## src/rtl/rc4_decryptor.sv

```systemverilog
`default_nettype none
// ============================================================================
//  Module   : rc4_decryptor
//  Purpose  : RC4 PRGA keystream engine. It walks an externally initialised
//             S-box held in a synchronous RAM, swaps S[i]/S[j] for each byte,
//             and writes ciphertext XOR keystream into a plaintext RAM.
//             Each message byte takes exactly six clock cycles.
//  Revision : 1.0  initial release
// ----------------------------------------------------------------------------
//  Ports
//    clk              in   sole clock, rising edge
//    reset            in   synchronous, active-high reset
//    start            in   level request to begin a decryption run
//    finished         out  high while the run is complete (DONE state)
//    s_ram_out        in   S RAM read data (one cycle after the address)
//    s_address        out  S RAM address
//    s_ram_in         out  S RAM write data
//    s_write_enable   out  S RAM write strobe
//    enc_rom_out      in   ciphertext ROM read data
//    enc_address      out  ciphertext ROM address (always the byte index k)
//    dec_ram_in       out  plaintext RAM write data
//    dec_address      out  plaintext RAM address
//    dec_write_enable out  plaintext RAM write strobe
// ============================================================================
module rc4_decryptor #(
  parameter int DATA_WIDTH     = 8,
  parameter int ADDR_WIDTH     = 8,
  parameter int MSG_LEN        = 32,
  parameter int MSG_ADDR_WIDTH = 5
) (
  input  logic                      clk,
  input  logic                      reset,
  input  logic                      start,
  output logic                      finished,
  input  logic [DATA_WIDTH-1:0]     s_ram_out,
  output logic [ADDR_WIDTH-1:0]     s_address,
  output logic [DATA_WIDTH-1:0]     s_ram_in,
  output logic                      s_write_enable,
  input  logic [DATA_WIDTH-1:0]     enc_rom_out,
  output logic [MSG_ADDR_WIDTH-1:0] enc_address,
  output logic [DATA_WIDTH-1:0]     dec_ram_in,
  output logic [MSG_ADDR_WIDTH-1:0] dec_address,
  output logic                      dec_write_enable
);

  localparam logic [MSG_ADDR_WIDTH-1:0] LAST_K = MSG_ADDR_WIDTH'(MSG_LEN - 1);

  typedef enum logic [2:0] {
    IDLE  = 3'd0,
    RD_I  = 3'd1,
    CAP_I = 3'd2,
    CAP_J = 3'd3,
    WR_J  = 3'd4,
    RD_F  = 3'd5,
    CAP_F = 3'd6,
    DONE  = 3'd7
  } state_t;

  state_t                    state_q, state_d;
  logic [ADDR_WIDTH-1:0]     i_q, i_d;
  logic [ADDR_WIDTH-1:0]     j_q, j_d;
  logic [MSG_ADDR_WIDTH-1:0] k_q, k_d;
  logic [DATA_WIDTH-1:0]     si_q, si_d;
  logic [DATA_WIDTH-1:0]     sj_q, sj_d;
  logic [DATA_WIDTH-1:0]     enc_q, enc_d;

  // j + S[i] is needed in CAP_I both as the new j and as the read address,
  // because S[i] only arrives from the RAM in that same cycle.
  logic [ADDR_WIDTH-1:0] w_j_sum;
  logic [ADDR_WIDTH-1:0] w_f_addr;

  assign w_j_sum  = j_q + ADDR_WIDTH'(s_ram_out);
  assign w_f_addr = ADDR_WIDTH'(si_q) + ADDR_WIDTH'(sj_q);

  always_ff @(posedge clk) begin
    if (reset) begin
      state_q <= IDLE;
      i_q     <= '0;
      j_q     <= '0;
      k_q     <= '0;
      si_q    <= '0;
      sj_q    <= '0;
      enc_q   <= '0;
    end else begin
      state_q <= state_d;
      i_q     <= i_d;
      j_q     <= j_d;
      k_q     <= k_d;
      si_q    <= si_d;
      sj_q    <= sj_d;
      enc_q   <= enc_d;
    end
  end

  always_comb begin
    state_d          = state_q;
    i_d              = i_q;
    j_d              = j_q;
    k_d              = k_q;
    si_d             = si_q;
    sj_d             = sj_q;
    enc_d            = enc_q;
    finished         = 1'b0;
    s_address        = '0;
    s_ram_in         = '0;
    s_write_enable   = 1'b0;
    enc_address      = k_q;
    dec_ram_in       = '0;
    dec_address      = '0;
    dec_write_enable = 1'b0;

    case (state_q)
      IDLE: begin
        if (start) begin
          i_d     = ADDR_WIDTH'(1);
          j_d     = '0;
          k_d     = '0;
          state_d = RD_I;
        end
      end
      RD_I: begin
        s_address = i_q;
        state_d   = CAP_I;
      end
      CAP_I: begin
        si_d      = s_ram_out;
        enc_d     = enc_rom_out;
        j_d       = w_j_sum;
        s_address = w_j_sum;
        state_d   = CAP_J;
      end
      CAP_J: begin
        // S[j] is on the read bus now; forward it straight into the
        // write to S[i] while also capturing it for the output sum.
        sj_d           = s_ram_out;
        s_address      = i_q;
        s_ram_in       = s_ram_out;
        s_write_enable = 1'b1;
        state_d        = WR_J;
      end
      WR_J: begin
        s_address      = j_q;
        s_ram_in       = si_q;
        s_write_enable = 1'b1;
        state_d        = RD_F;
      end
      RD_F: begin
        s_address = w_f_addr;
        state_d   = CAP_F;
      end
      CAP_F: begin
        dec_address      = k_q;
        dec_ram_in       = s_ram_out ^ enc_q;
        dec_write_enable = 1'b1;
        if (k_q == LAST_K) begin
          state_d = DONE;
        end else begin
          k_d     = k_q + 1'b1;
          i_d     = i_q + 1'b1;
          state_d = RD_I;
        end
      end
      DONE: begin
        finished = 1'b1;
        if (!start) begin
          state_d = IDLE;
        end
      end
      default: state_d = IDLE;
    endcase
  end

endmodule
`default_nettype wire

```

## config.mk

```make
export PLATFORM = sky130hd
export DESIGN_NAME = rc4_decryptor
export DESIGN_NICKNAME = d
export VERILOG_FILES = /design/src/rtl/rc4_decryptor.sv
export SDC_FILE = /design/constraint.sdc
export NUM_CORES = 1
export LEC_CHECK = 0
export CAP_MARGIN = 10
export CORE_UTILIZATION = 30
export DETAILED_ROUTE_END_ITERATION = 7
export GPL_TIMING_DRIVEN = 0
export PLACE_DENSITY = 0.63
export SLEW_MARGIN = 5
export SYNTH_ARGS = -nofsm -noshare
export SYNTH_HDL_FRONTEND = slang
export SYNTH_SLANG_ARGS = --single-unit
```

## constraint.sdc

```tcl
create_clock -name clk -period 4.31 [get_ports clk]
set_clock_uncertainty 0.05 [all_clocks]
set_input_delay 0.862 -clock clk [delete_from_list [all_inputs] [get_ports clk]]
set_output_delay 0.862 -clock clk [all_outputs]
set_load 0.01 [all_outputs]
```

==> results_dict.tcl <==
set metrics [dict create \
    status "finished clean" \
    critPathSlowestCell "clkdlybuf4s50_1" \
    start_kind "input pin" \
    vias 2837 \
    yosysTopAreaCell "dfxtp_1" \
    powerDensity_nw_per_um2 267.9 \
    crit_fanout 4 \
    criticalPathCategory "input pin to output port" \
    synth_cells 382 \
    wirelength_um 8080 \
    cts-hold-fix-buffers 0 \
    syn_nets 420 \
    syn_to_final_growth_pct 28.26 \
    start_util_pct 31.00 \
    cp.arrival_ns 3.18 \
    root_buffer "clkbuf_8" \
    timing.hold.ws_ns 0.4207 \
    antenna_found_initial 0 \
    routed-wl-met3_um 362 \
    drtPass1Iterations 5 \
    die_x_um 99.94 \
    synth_top_area_share_pct 33.39 \
    rsz0062_at_grt "false" \
    netlist_area_um2 2878 \
    drc 0 \
    ioPinCount 56 \
    crit_chain "clkdlybuf4s50_1 > ha_1 > o21ai_1 > nor2_1 > a41oi_1 > xnor2_1 > nand2_1 > o211ai_1 > clkdlybuf4s50_1" \
    synth_seq_cells 48 \
    ys_async_sr_fraction_pct 0 \
    grt_max_degree 14 \
    ys_warn_count 0 \
    synth_ff_type "dfxtp_1" \
    final_area_um2 3691 \
    path_common_cell "clkdlybuf4s50_1" \
    max_cap_viol_count 0 \
    cp-end-kind "output port" \
    ys_types 45 \
    cts_made_buffers 5 \
    finalPower_uw 988.9 \
    vias_per_cell 4.960 \
    highest_layer "met4" \
    finalSetupTns_ns 0 \
    seq_area_um2 960.9 \
    nFillCells 977 \
    grt_pass1_vias 2643 \
    fp.dieArea_um2 9988 \
    io_buffers 54 \
    relSlewSlack_pct 52.96 \
    syn_avg_cell_area_um2 7.533 \
    core_um2 9284 \
    diodes 0 \
    mostFrequentLayoutCell "nand2_1" \
    nets 481 \
    gp_congestion 0.9028 \
    cts_htree_levels 2 \
    insertion_delay_ns 0.30 \
    clkSlewWorstSetupHoldPaths_ns 0.09 \
    grt_overflow_total 0 \
    layout_common_cells "nand2_1 (92), clkdlybuf4s50_1 (51), dfxtp_1 (48)" \
    crit_required_ns 3.40 \
    p_leak_nw 1.431 \
    grtUsageTotal_pct 17.01 \
    critPathMaxStageDelay_ns 0.57 \
    drive_gt1_share_pct 5.192 \
    postCtsSetupBuffers 0 \
    drt-wirelength-per-cell_um 14.13 \
    route.met2.wl_um 3835 \
    setup_violations 0 \
    fmax_mhz 244.2 \
    synth_area_leaders "dfxtp_1 (33%), nand2_1 (12%), a21oi_1 (8.2%), ha_1 (7.4%), nor2_1 (5.6%)" \
    ir_worst_vdd_mv 0.1084 \
    clock_sinks 48 \
    dp.cells 565 \
    multiInputGateArea_um2 1795 \
    min-delay-path-class "flop to flop" \
    fin_crit_ns 4.095 \
    drv_slew 0 \
    final_cell_count_no_fill 572 \
    post-route-period-util_pct 95.02 \
    grt_pass1_wl_um 13290 \
    cts_tree "yes" \
    synth_edf_count 0 \
    final_hold_viol_count 0 \
    dp_hpwl_um 6158 \
    ant_nets 0 \
    drt_iter0_markers 191 \
    tightest_slew_ns 0.7029 \
    cts_buffer_depth 2 \
    rows 35 \
    ys_seq_area_share_pct 33.39 \
    wl_met1_um 3784 \
    die_y_um 99.94 \
    dpl-instance-area_um2 3580 \
]
## synth_stat cells, drive strengths merged, types with 2 or more instances
library cell / number
dfxtp: 48
a22oi: 7
a211oi: 5
a21o: 2
nand2b: 4
ha: 17
fa: 2
o21bai: 3
xnor2: 16
buf: 6
nor3: 5
xor2: 6
a221o: 2
nor2b: 3
o211ai: 2
a221oi: 5
nor2: 44
a21oi: 47
nand2: 93
o21ai: 14
or3: 3
and3: 6
a41oi: 2
inv: 15
clkbuf: 9
## sequential cells by signal, indices dropped and copies added (netlist names)
register	count
si_q	8
enc_address	5
i_q	8
j_q	8
enc_q	8
sj_q	8
state_q	3
## cells by family (layout without fill, tap and decap cells)
kind of cell	count (synthesis)	count (layout)	synth area share (%)
buffers and inverters	30	91	4.608
DFF	48	48	33.39
xor gates and xnor gates	22	22	6.695
and+or+nand+nor	164	164	25.00
adders and majority gates	19	19	8.783
AOI/OAI and AO/OA	99	99	21.52
## power by group
part / switching, mW / internal, mW
combinational: 0.126 / 0.0922
sequential: 0.0144 / 0.462
clock: 0.151 / 0.143
total: 0.291 / 0.698
## worst max-delay path: cells and delay by family
family,cells,cell delay [ns]
adder cells (fa/ha/maj),1,0.40
buffers and inverters,2,1.11
AND/OR/NAND/NOR,2,0.18
AO/OA/AOI/OAI,3,0.49
XOR/XNOR,1,0.14
## area by class of cell
type	count	area share, %
plain buffers	15	2.068
clock buffers	7	2.610
inverters	15	1.525
multi-input cells	304	48.64
flip-flops and latches	48	26.03
well taps	129	4.373
repair buffers	54	14.75
## final timing paths
kind,startpoint,endpoint,slack (ns),depth (start not counted)
min reg2reg,sj_q[2],sj_q[2],0.42,2
min,sj_q[2],sj_q[2],0.42,2
max reg2reg,enc_address[0],i_q[7],2.20,9
max,s_ram_out[3],s_address[7],0.21,9
## per-layer routing
metal | track usage, % | vias to the layer above
met5 | 0 | -
met2 | 28.70 | 65
met3 | 2.855 | 9
li1 | - | 1435
met1 | 22.58 | 1328
met4 | 4.186 | 0
## stage by stage
stage	utilization [%]	worst slack (ns)
floorplan	-	1.098
global placement	38.56	-0.1634
detailed placement	38.56	-0.1811
CTS	39.58	0.03670
global route	39.76	0.04769
finish	39.76	0.2148
## what timing repair did
item,CTS,global route
endpoints found under the setup margin,1,6
pin swaps,0,0
resized for setup,1,7
Power figures use the tool's default switching activity.
